## src/rtl/mpu_load_unit.sv

```systemverilog
// Matrix load stage: streams a row-major FP matrix into the matrix register file,
// one element per clock, then acknowledges (or rejects an out-of-range size).
module mpu_load_unit #(
    parameter int FP              = 32,
    parameter int M               = 4,
    parameter int N               = 4,
    parameter int MBITS           = $clog2(M),
    parameter int NBITS           = $clog2(N),
    parameter int MATRIX_REG_SIZE = 2
) (
    input  logic                       clk,
    input  logic                       rst,
    input  logic                       en,
    input  logic [FP-1:0]              element,
    input  logic [MBITS:0]             matrix_m_size,
    input  logic [NBITS:0]             matrix_n_size,
    input  logic [MATRIX_REG_SIZE-1:0] load_addr,
    output logic                       error,
    output logic                       ack,
    output logic                       write_en,
    output logic [MATRIX_REG_SIZE-1:0] reg_load_addr,
    output logic [FP-1:0]              element_out,
    output logic [MBITS:0]             m,
    output logic [NBITS:0]             n,
    output logic [1:0]                 state_dbg
);

    // Handshake: en is a level request sampled only in IDLE; the unit answers with
    // a single-cycle ack (plus error when rejected) and the requester drops en on ack.
    typedef enum logic [1:0] {
        IDLE = 2'd0,
        LOAD = 2'd1,
        DONE = 2'd2
    } state_e;

    localparam logic [MBITS:0] M_MAX = (MBITS+1)'(M);
    localparam logic [NBITS:0] N_MAX = (NBITS+1)'(N);
    localparam logic [MBITS:0] M_ONE = (MBITS+1)'(1);
    localparam logic [NBITS:0] N_ONE = (NBITS+1)'(1);

    state_e                     state_q, state_d;
    logic [MBITS:0]             size_m_q, size_m_d;
    logic [NBITS:0]             size_n_q, size_n_d;
    logic [MATRIX_REG_SIZE-1:0] addr_q, addr_d;
    logic [FP-1:0]              cap_q, cap_d;
    logic [MBITS:0]             cnt_m_q, cnt_m_d;
    logic [NBITS:0]             cnt_n_q, cnt_n_d;
    logic                       err_q, err_d;

    logic                       error_q, error_d;
    logic                       ack_q, ack_d;
    logic                       wen_q, wen_d;
    logic [MATRIX_REG_SIZE-1:0] rla_q, rla_d;
    logic [FP-1:0]              eout_q, eout_d;
    logic [MBITS:0]             m_q, m_d;
    logic [NBITS:0]             n_q, n_d;

    logic size_ok, last_col, last_row;

    assign size_ok  = (matrix_m_size != '0) && (matrix_m_size <= M_MAX) &&
                      (matrix_n_size != '0) && (matrix_n_size <= N_MAX);
    assign last_col = (cnt_n_q == size_n_q - N_ONE);
    assign last_row = (cnt_m_q == size_m_q - M_ONE);

    // A rejected request also passes through DONE so error/ack land one cycle
    // after the request, exactly like the ack of a successful load.
    always_comb begin
        state_d  = state_q;
        size_m_d = size_m_q;
        size_n_d = size_n_q;
        addr_d   = addr_q;
        cap_d    = cap_q;
        cnt_m_d  = cnt_m_q;
        cnt_n_d  = cnt_n_q;
        err_d    = err_q;
        error_d  = 1'b0;
        ack_d    = 1'b0;
        wen_d    = 1'b0;
        rla_d    = rla_q;
        eout_d   = eout_q;
        m_d      = m_q;
        n_d      = n_q;
        case (state_q)
            IDLE: begin
                if (en) begin
                    if (size_ok) begin
                        size_m_d = matrix_m_size;
                        size_n_d = matrix_n_size;
                        addr_d   = load_addr;
                        cap_d    = element;
                        cnt_m_d  = '0;
                        cnt_n_d  = '0;
                        err_d    = 1'b0;
                        state_d  = LOAD;
                    end else begin
                        err_d   = 1'b1;
                        state_d = DONE;
                    end
                end
            end
            LOAD: begin
                wen_d  = 1'b1;
                rla_d  = addr_q;
                eout_d = cap_q;
                m_d    = cnt_m_q;
                n_d    = cnt_n_q;
                if (last_col && last_row) begin
                    state_d = DONE;
                end else begin
                    cap_d = element;
                    if (last_col) begin
                        cnt_n_d = '0;
                        cnt_m_d = cnt_m_q + M_ONE;
                    end else begin
                        cnt_n_d = cnt_n_q + N_ONE;
                    end
                end
            end
            DONE: begin
                ack_d   = 1'b1;
                error_d = err_q;
                err_d   = 1'b0;
                state_d = IDLE;
            end
            default: state_d = IDLE;
        endcase
    end

    always_ff @(posedge clk) begin
        if (rst) begin
            state_q  <= IDLE;
            size_m_q <= '0;
            size_n_q <= '0;
            addr_q   <= '0;
            cap_q    <= '0;
            cnt_m_q  <= '0;
            cnt_n_q  <= '0;
            err_q    <= 1'b0;
            error_q  <= 1'b0;
            ack_q    <= 1'b0;
            wen_q    <= 1'b0;
            rla_q    <= '0;
            eout_q   <= '0;
            m_q      <= '0;
            n_q      <= '0;
        end else begin
            state_q  <= state_d;
            size_m_q <= size_m_d;
            size_n_q <= size_n_d;
            addr_q   <= addr_d;
            cap_q    <= cap_d;
            cnt_m_q  <= cnt_m_d;
            cnt_n_q  <= cnt_n_d;
            err_q    <= err_d;
            error_q  <= error_d;
            ack_q    <= ack_d;
            wen_q    <= wen_d;
            rla_q    <= rla_d;
            eout_q   <= eout_d;
            m_q      <= m_d;
            n_q      <= n_d;
        end
    end

    assign error         = error_q;
    assign ack           = ack_q;
    assign write_en      = wen_q;
    assign reg_load_addr = rla_q;
    assign element_out   = eout_q;
    assign m             = m_q;
    assign n             = n_q;
    assign state_dbg     = state_q;

endmodule

```

## config.mk

```make
export PLATFORM = sky130hd
export DESIGN_NAME = mpu_load_unit
export DESIGN_NICKNAME = d
export VERILOG_FILES = /design/src/rtl/mpu_load_unit.sv
export SDC_FILE = /design/constraint.sdc
export NUM_CORES = 1
export LEC_CHECK = 0
export ABC_AREA = 1
export BUFFER_PORTS_ARGS = -buffer_cell sky130_fd_sc_hd__buf_2
export CAP_MARGIN = 10
export CORE_MARGIN = 2
export CORE_UTILIZATION = 25
export DETAILED_ROUTE_END_ITERATION = 12
export GPL_ROUTABILITY_DRIVEN = 0
export HOLD_SLACK_MARGIN = 0.08
export PLACE_DENSITY = 0.52
export SETUP_SLACK_MARGIN = 0.5
export SLEW_MARGIN = 20
export SYNTH_ARGS = -nofsm -noshare
export SYNTH_HDL_FRONTEND = slang
export SYNTH_SLANG_ARGS = --single-unit
```

## constraint.sdc

```tcl
create_clock -name clk -period 3.41 [get_ports clk]
set_input_delay 1.023 -clock clk [delete_from_list [all_inputs] [get_ports clk]]
set_output_delay 1.023 -clock clk [all_outputs]
set_load 0.05 [all_outputs]
```

==> results.sh, run 1 <==
export IMPL_status="complete, no violations"
export IMPL_powerDensity_nw_per_um2=604
export IMPL_crit_path_max_incr_delay_ns=0.39
export IMPL_path_delay_family="simple AND/OR/NAND/NOR gates"
export IMPL_cts_tree="built"
export IMPL_cp_required_ns=3.64
export IMPL_clockRootBuffer="clkbuf_16"
export IMPL_clock_latency_ns=0.33
export IMPL_synth_top_family_by_area="simple AND/OR/NAND/NOR gates"
export IMPL_initial_core_util_pct=25.5
export IMPL_synth_simple_gate_area_share_pct=23.6
export IMPL_leakage_nw=2.14
export IMPL_die_h_um=123
export IMPL_crit_chain="buf_2 -> nor2_1 -> xnor2_2 -> nand4_4 -> nand2_4 -> inv_6 -> nor2_1 -> nor2_1"
export IMPL_dieArea_sq_um=15100
export IMPL_vias_per_cell=4.31
export IMPL_clockBufferDepth=2
export IMPL_die_x_um=123
export IMPL_grt_pass1_wl_mm=14.3
export IMPL_worstMarginPinSlew_ns=0.680
export IMPL_maxCapViolations=0
export IMPL_rsz0062_at_grt="no"
export IMPL_yosys_area_share_xor_xnor_pct=1.45
export IMPL_cpMaxStageDelayCell="nand2_4"
export IMPL_num_rows=43
export IMPL_post_route_period_util_pct=69.0
export IMPL_synth_mux_area_share_pct=0
export IMPL_ir_drop_mv=0.215
export IMPL_cts_buffers=9
export IMPL_grt_pass1_vias=3091
export IMPL_worst_path_buf_inv=2
export IMPL_ctsResizeCount=0
export IMPL_vias=3070
export IMPL_post_cts_buffers=0
export IMPL_yosys_top_cells_area="dfxtp_1 52%, nor2_1 15%, o21ai_0 9.5%, nand2_1 3.8%, a21oi_1 2.7%"
export IMPL_synth_fp_nets=500
export IMPL_nets=575
export IMPL_ys_types=31
export IMPL_worstSetupEndpointType="register"
export IMPL_crit_arrival_ns=2.58
export IMPL_crit_top_cell="nor2_1"
export IMPL_period_needed_ns=2.35
export IMPL_r2r_start="size_m_q[0]"
export IMPL_startpoint="matrix_n_size[0]"
export IMPL_hold_start="addr_q[0]"
export IMPL_finalMaxSlewViolations=0
export IMPL_num_antenna_cells=0
export IMPL_drive_gt1_share_pct=23.1
export IMPL_startpoint_type="input pin"
export IMPL_fin_setup_tns_ns=0
export IMPL_antenna_found_initial=0
export IMPL_core_sq_um=13800
export IMPL_grt_overflow=0
export IMPL_place_hpwl_mm=5.78
export IMPL_routed_wl_mm=8.61
export IMPL_synthCells=453
export IMPL_yosys_warnings=0
export IMPL_slew_headroom_pct=54.6
export IMPL_htreeDepth=3
export IMPL_drtPass1Iterations=4
export IMPL_finalPower_mw=2.63
export IMPL_yosys_area_top_type="dfxtp_1"
export IMPL_path_class="in2reg"
export IMPL_cts_clk_slew_worst_paths_ns=0.06
export IMPL_fin_skew_ns=0.00509
export IMPL_setup_violations_final=0
export IMPL_synth_compound_area_share_pct=14.7
export IMPL_synth_avg_cell_area_sq_um=7.79
export IMPL_ant_nets=0
export IMPL_grtUsageTotal_pct=12.2
export IMPL_wl_per_cell_um=12.1
export IMPL_final_hold_viol_count=0
export IMPL_ys_seq_area_share_pct=52.2
export IMPL_hold_class="reg2reg"
export IMPL_pin_count=88
export IMPL_ctsHoldBuffers=0
export IMPL_drtIter0Drc=183
export IMPL_grt_max_degree=51
export IMPL_mappedNetlistArea_sq_um=3530
export IMPL_cts_num_sinks=92
export IMPL_portBuffers=87
export IMPL_fmax_mhz=425
export IMPL_ys_ff_latch=92
export IMPL_synth_top_area_share_pct=52.2
export IMPL_route_detailed_drc=0
export IMPL_area_delta_synth_final_pct=23.4
export IMPL_synthAdderAreaFrac_pct=1.42
export IMPL_worst_path_max_fanout=36
synthesized netlist by cell type:
cell,n
nand4_4,1
xnor2_2,1
nand3_1,5
clkbuf_1,15
xnor2_1,1
buf_2,4
o21bai_1,1
xor2_1,3
buf_1,1
nand2_1,36
buf_6,3
nand4_1,1
dfxtp_1,92
inv_1,22
a21oi_1,19
ha_1,4
nor3_1,1
nor2_2,10
inv_6,1
nor2_1,141
nand2_4,1
nand3b_1,1
or2_2,2
clkbuf_2,1
inv_2,1
o21ai_0,67
o221ai_1,1
o21ai_1,14
nand2_2,1
buf_12,1
nor2_4,1
cells by family after synthesis:
logic type,after synthesis
xor gates and xnor gates,5
AOI/OAI and AO/OA,102
DFF,92
buffers and inverters,49
and+or+nand+nor,201
adders and majority gates,4
through the flow:
step / cells / cell area, sq um / hold WS [ns] / worst slack (ns) / utilization (%)
5_1_grt: 712 / 4350 / 0.480 / 0.809 / 31.5
4_1_cts: 712 / 4350 / 0.459 / 1.04 / 31.5
2_1_floorplan: 453 / 3530 / 0.424 / 1.35 / -
3_5_place_dp: 697 / 4060 / 0.452 / 0.676 / 29.4
6_report: 712 / 4350 / 0.456 / 1.06 / 31.5
3_3_place_gp: 697 / 4060 / 0.444 / 0.750 / 29.4
report_power, final:
group	internal, mW	switching [mW]	total (mW)
registers	1.17	0.0499	1.22
clock network	0.569	0.387	0.956
logic	0.124	0.326	0.450
total	1.86	0.764	2.63
per-layer routing:
layer | global-route usage (%) | vias up | share of wire [%]
li1 | - | 1598 | -
met1 | 14.8 | 1389 | 46
met2 | 20.3 | 76 | 47
met3 | 4.04 | 7 | 5.9
met4 | 4.17 | 0 | 0.91
met5 | 0 | - | 0
layout by cell type, fill, tap and decap left out, types with 2 or more instances in the layout:
cell / synthesis / routed
a21oi_1: 19 / 19
clkbuf_8: 0 / 4
buf_4: 0 / 2
ha_1: 4 / 4
xor2_1: 3 / 3
clkbuf_16: 0 / 9
or2_2: 2 / 2
nand3_1: 5 / 5
dfxtp_1: 92 / 92
nor2_1: 141 / 141
nor2_2: 10 / 10
inv_2: 1 / 2
inv_1: 22 / 21
o21ai_0: 67 / 67
buf_2: 4 / 87
nand2_1: 36 / 36
o21ai_1: 14 / 14
registers in the layout, indices dropped and copies added (netlist names), 2 cells and up:
register,count
m,3
element_out,32
reg_load_addr,2
size_m_q,3
cap_q,32
n,3
addr_q,2
state_dbg,2
size_n_q,3
cnt_n_q,3
cnt_m_q,3
worst reg2reg max path, cell delays in order, from the launching register on:
cell     delay (ns)
dfxtp_1        0.36
inv_1          0.07
ha_1           0.30
nand2_1        0.07
inv_1          0.04
nor2_1         0.07
nand2_1        0.06
nor2_1         0.11
nand2_1        0.07
nand2_2        0.10
nand2_4        0.22
inv_6          0.35
nand2_1        0.09
a21oi_1        0.13
area by class of cell:
type / instances / area [sq um]
Timing Repair Buffer: 89 / 450
Clock buffer: 14 / 284
Sequential cell: 92 / 1840
Inverter: 24 / 95.1
Multi-Input combinational cell: 312 / 1450
Clock inverter: 1 / 5.00
Tap cell: 180 / 225
Fill cell: 1482 / 9470
path summary, 6_finish.rpt:
path | to | slack (ns) | depth (start not counted)
setup reg to reg | cnt_n_q[2] | 1.30 | 13
hold / removal | reg_load_addr[0] | 0.46 | 2
hold reg to reg | reg_load_addr[0] | 0.46 | 2
setup / recovery | cap_q[13] | 1.06 | 8
Power figures use the tool's default switching activity.
==> inputs of run 2 (changes only) <==
clock period = 2.2 ns   (was 3.41 ns; I/O delays follow)
==> run 2 against run 1 <==
  * Sequential share of layout area shrank 3.6 points
  * Largest cell class unchanged
  * Combinational power is 94% higher
  * Clock power increased by 53%
  * Setup slack got worse by 0.62 ns
  * Via count up 3.1%
  * Cell area grew 9.6%
  * Count of clock-buffer cells in the layout decreased by 2
  * Die area did not move
  * Power is 61% higher
  * Clock skew increased by 0.0014 ns
  * Non-clock buffer count up 18
  * Sequential cell count is the same
==> results.sh, run 2 (synthesized netlist as in run 1, its figures left out) <==
export IMPL_status="complete, no violations"
export IMPL_cp_required_ns=2.44
export IMPL_n_fill_cell=1453
export IMPL_drive_gt1_share_pct=33.3
export IMPL_core_sq_um=13800
export IMPL_r2r_end="cap_q[6]"
export IMPL_initial_core_util_pct=25.5
export IMPL_grt_pass1_wl_mm=15.3
export IMPL_multi_input_area_sq_um=1590
export IMPL_slew_headroom_pct=73.1
export IMPL_grt_max_degree=42
export IMPL_path_depth=13
export IMPL_die_x_um=123
export IMPL_top_layer_used="met4"
export IMPL_ir_drop_mv=0.460
export IMPL_wl_per_cell_um=13.1
export IMPL_nets=597
export IMPL_hold_slack_ns=0.457
export IMPL_finalWorstSetupSlack_ns=0.441
export IMPL_r2r_slack_ns=0.44
export IMPL_setup_violations_final=0
export IMPL_route_detailed_drc=0
export IMPL_fin_skew_ns=0.00647
export IMPL_routed_wl_mm=9.63
export IMPL_hold_class="reg2reg"
export IMPL_dieArea_sq_um=15100
export IMPL_clock_latency_ns=0.34
export IMPL_pin_count=88
export IMPL_clockRootBuffer="clkbuf_16"
export IMPL_htreeDepth=3
export IMPL_worst_path_buf_inv=3
export IMPL_vias_per_cell=4.31
export IMPL_fmax_mhz=568
export IMPL_cts_buffers=9
export IMPL_regArea_sq_um=1850
export IMPL_finalPower_mw=4.23
export IMPL_ff2ff_path_depth=13
export IMPL_clockBufferDepth=2
export IMPL_powerDensity_nw_per_um2=887
export IMPL_cpMaxStageDelayCell="dfxtp_2"
export IMPL_area_delta_synth_final_pct=35.3
export IMPL_die_h_um=123
export IMPL_fin_area_sq_um=4770
export IMPL_final_common_cell="nor2_1"
export IMPL_crit_path_end="cap_q[6]"
export IMPL_cts_tree="built"
export IMPL_rsz0062_at_grt="yes"
export IMPL_post_place_ws_ns=0.191
export IMPL_crit_arrival_ns=2.00
export IMPL_antenna_found_initial=0
export IMPL_path_delay_family="simple AND/OR/NAND/NOR gates"
export IMPL_drt_met1_wl_mm=4.41
export IMPL_r2r_start="size_m_q[1]"
export IMPL_wl_met3_um=439
export IMPL_finalMaxSlewViolations=0
export IMPL_cts_clk_slew_worst_paths_ns=0.06
export IMPL_startpoint="size_m_q[1]"
export IMPL_worst_path_max_fanout=8
export IMPL_fin_util_pct=34.5
export IMPL_num_rows=43
export IMPL_ctsHoldBuffers=0
export IMPL_layout_common_cells="134 x nor2_1, 87 x dfxtp_1, 85 x buf_2"
export IMPL_instances_no_fill=735
export IMPL_vias=3166
export IMPL_portBuffers=87
export IMPL_grt_overflow=0
export IMPL_final_hold_viol_count=0
export IMPL_maxCapViolations=0
export IMPL_crit_chain="inv_2 -> ha_4 -> nand2_2 -> inv_1 -> nor2_1 -> nand2_1 -> nor2_2 -> nand2_2 -> nand2_4 -> nand2_8 -> clkbuf_16 -> o21ai_2 -> nor2_1"
export IMPL_crit_path_max_incr_delay_ns=0.32
export IMPL_period_needed_ns=1.76
export IMPL_post_route_period_util_pct=80.0
export IMPL_worstMarginPinSlew_ns=0.403
export IMPL_wl_met2_mm=4.65
export IMPL_startpoint_type="register"
export IMPL_cts_num_sinks=92
export IMPL_drtPass1Iterations=4
export IMPL_path_class="reg2reg"
export IMPL_ant_nets=0
export IMPL_num_antenna_cells=0
export IMPL_place_hpwl_mm=5.70
export IMPL_leakage_nw=2.30
export IMPL_place_area_sq_um=4110
export IMPL_dp_cells=701
export IMPL_fin_setup_tns_ns=0
export IMPL_drtIter0Drc=96
export IMPL_worstSetupEndpointType="register"
export IMPL_grtUsageTotal_pct=13.4
export IMPL_grt_pass1_vias=3118
==> run 2: cell types whose count changed in the layout (fill, tap and decap cells not counted), moves of 4 or more <==
cell,before,now
nand2_2,1,5
buf_4,2,17
inv_1,21,16
inv_2,2,6
dfxtp_1,92,87
dfxtp_2,0,5
o21ai_2,0,10
o21ai_1,14,21
o21ai_0,67,50
nor2_1,141,134
nor2_2,10,16
nand2_1,36,28
==> run 2: power by group <==
| group | switching [mW] | internal [mW] | leakage, nW |
|---|---|---|---|
| logic | 0.585 | 0.290 | 1.40 |
| registers | 0.0849 | 1.82 | 0.753 |
| clock network | 0.634 | 0.824 | 0.142 |
==> run 2: cell type report <==
cell class / instances / area share (%)
flip-flops and latches: 92 / 38.7
multi-input cells: 312 / 33.4
repair buffers: 107 / 13.9
clock buffers: 12 / 5.37
well taps: 180 / 4.72
inverters: 24 / 2.28
repair inverters: 4 / 1.10
clock inverters: 4 / 0.498
==> run 2: worst min-delay path, delay by kind of cell, from the launching register on <==
family	cells	cell delay [ns]
DFF	1	0.30
buffers and inverters	1	0.06
and+or+nand+nor	1	0.06
==> run 2: per-layer routing <==
metal / global-route usage (%) / vias up
met5: 0 / -
met2: 22.0 / 62
met4: 4.09 / 0
met3: 4.88 / 9
met1: 16.3 / 1447
li1: - / 1648
==> run 2: worst min path at each step <==
stage | from | to | cells after the start
3_5_place_dp | err_q | error | 2
3_3_place_gp | addr_q[0] | reg_load_addr[0] | 2
4_1_cts | err_q | error | 2
5_1_grt | err_q | error | 2
6_report | err_q | error | 2
2_1_floorplan | err_q | error | 2
==> run 2: what timing repair did <==
item / 4_1_cts / 5_1_grt
pin swaps: 6 / 7
setup endpoints to repair: 41 / 41
gates resized for setup: 38 / 40
hold endpoints to repair: 0 / 0
setup buffers: 9 / 3
gates cloned: 5 / 1
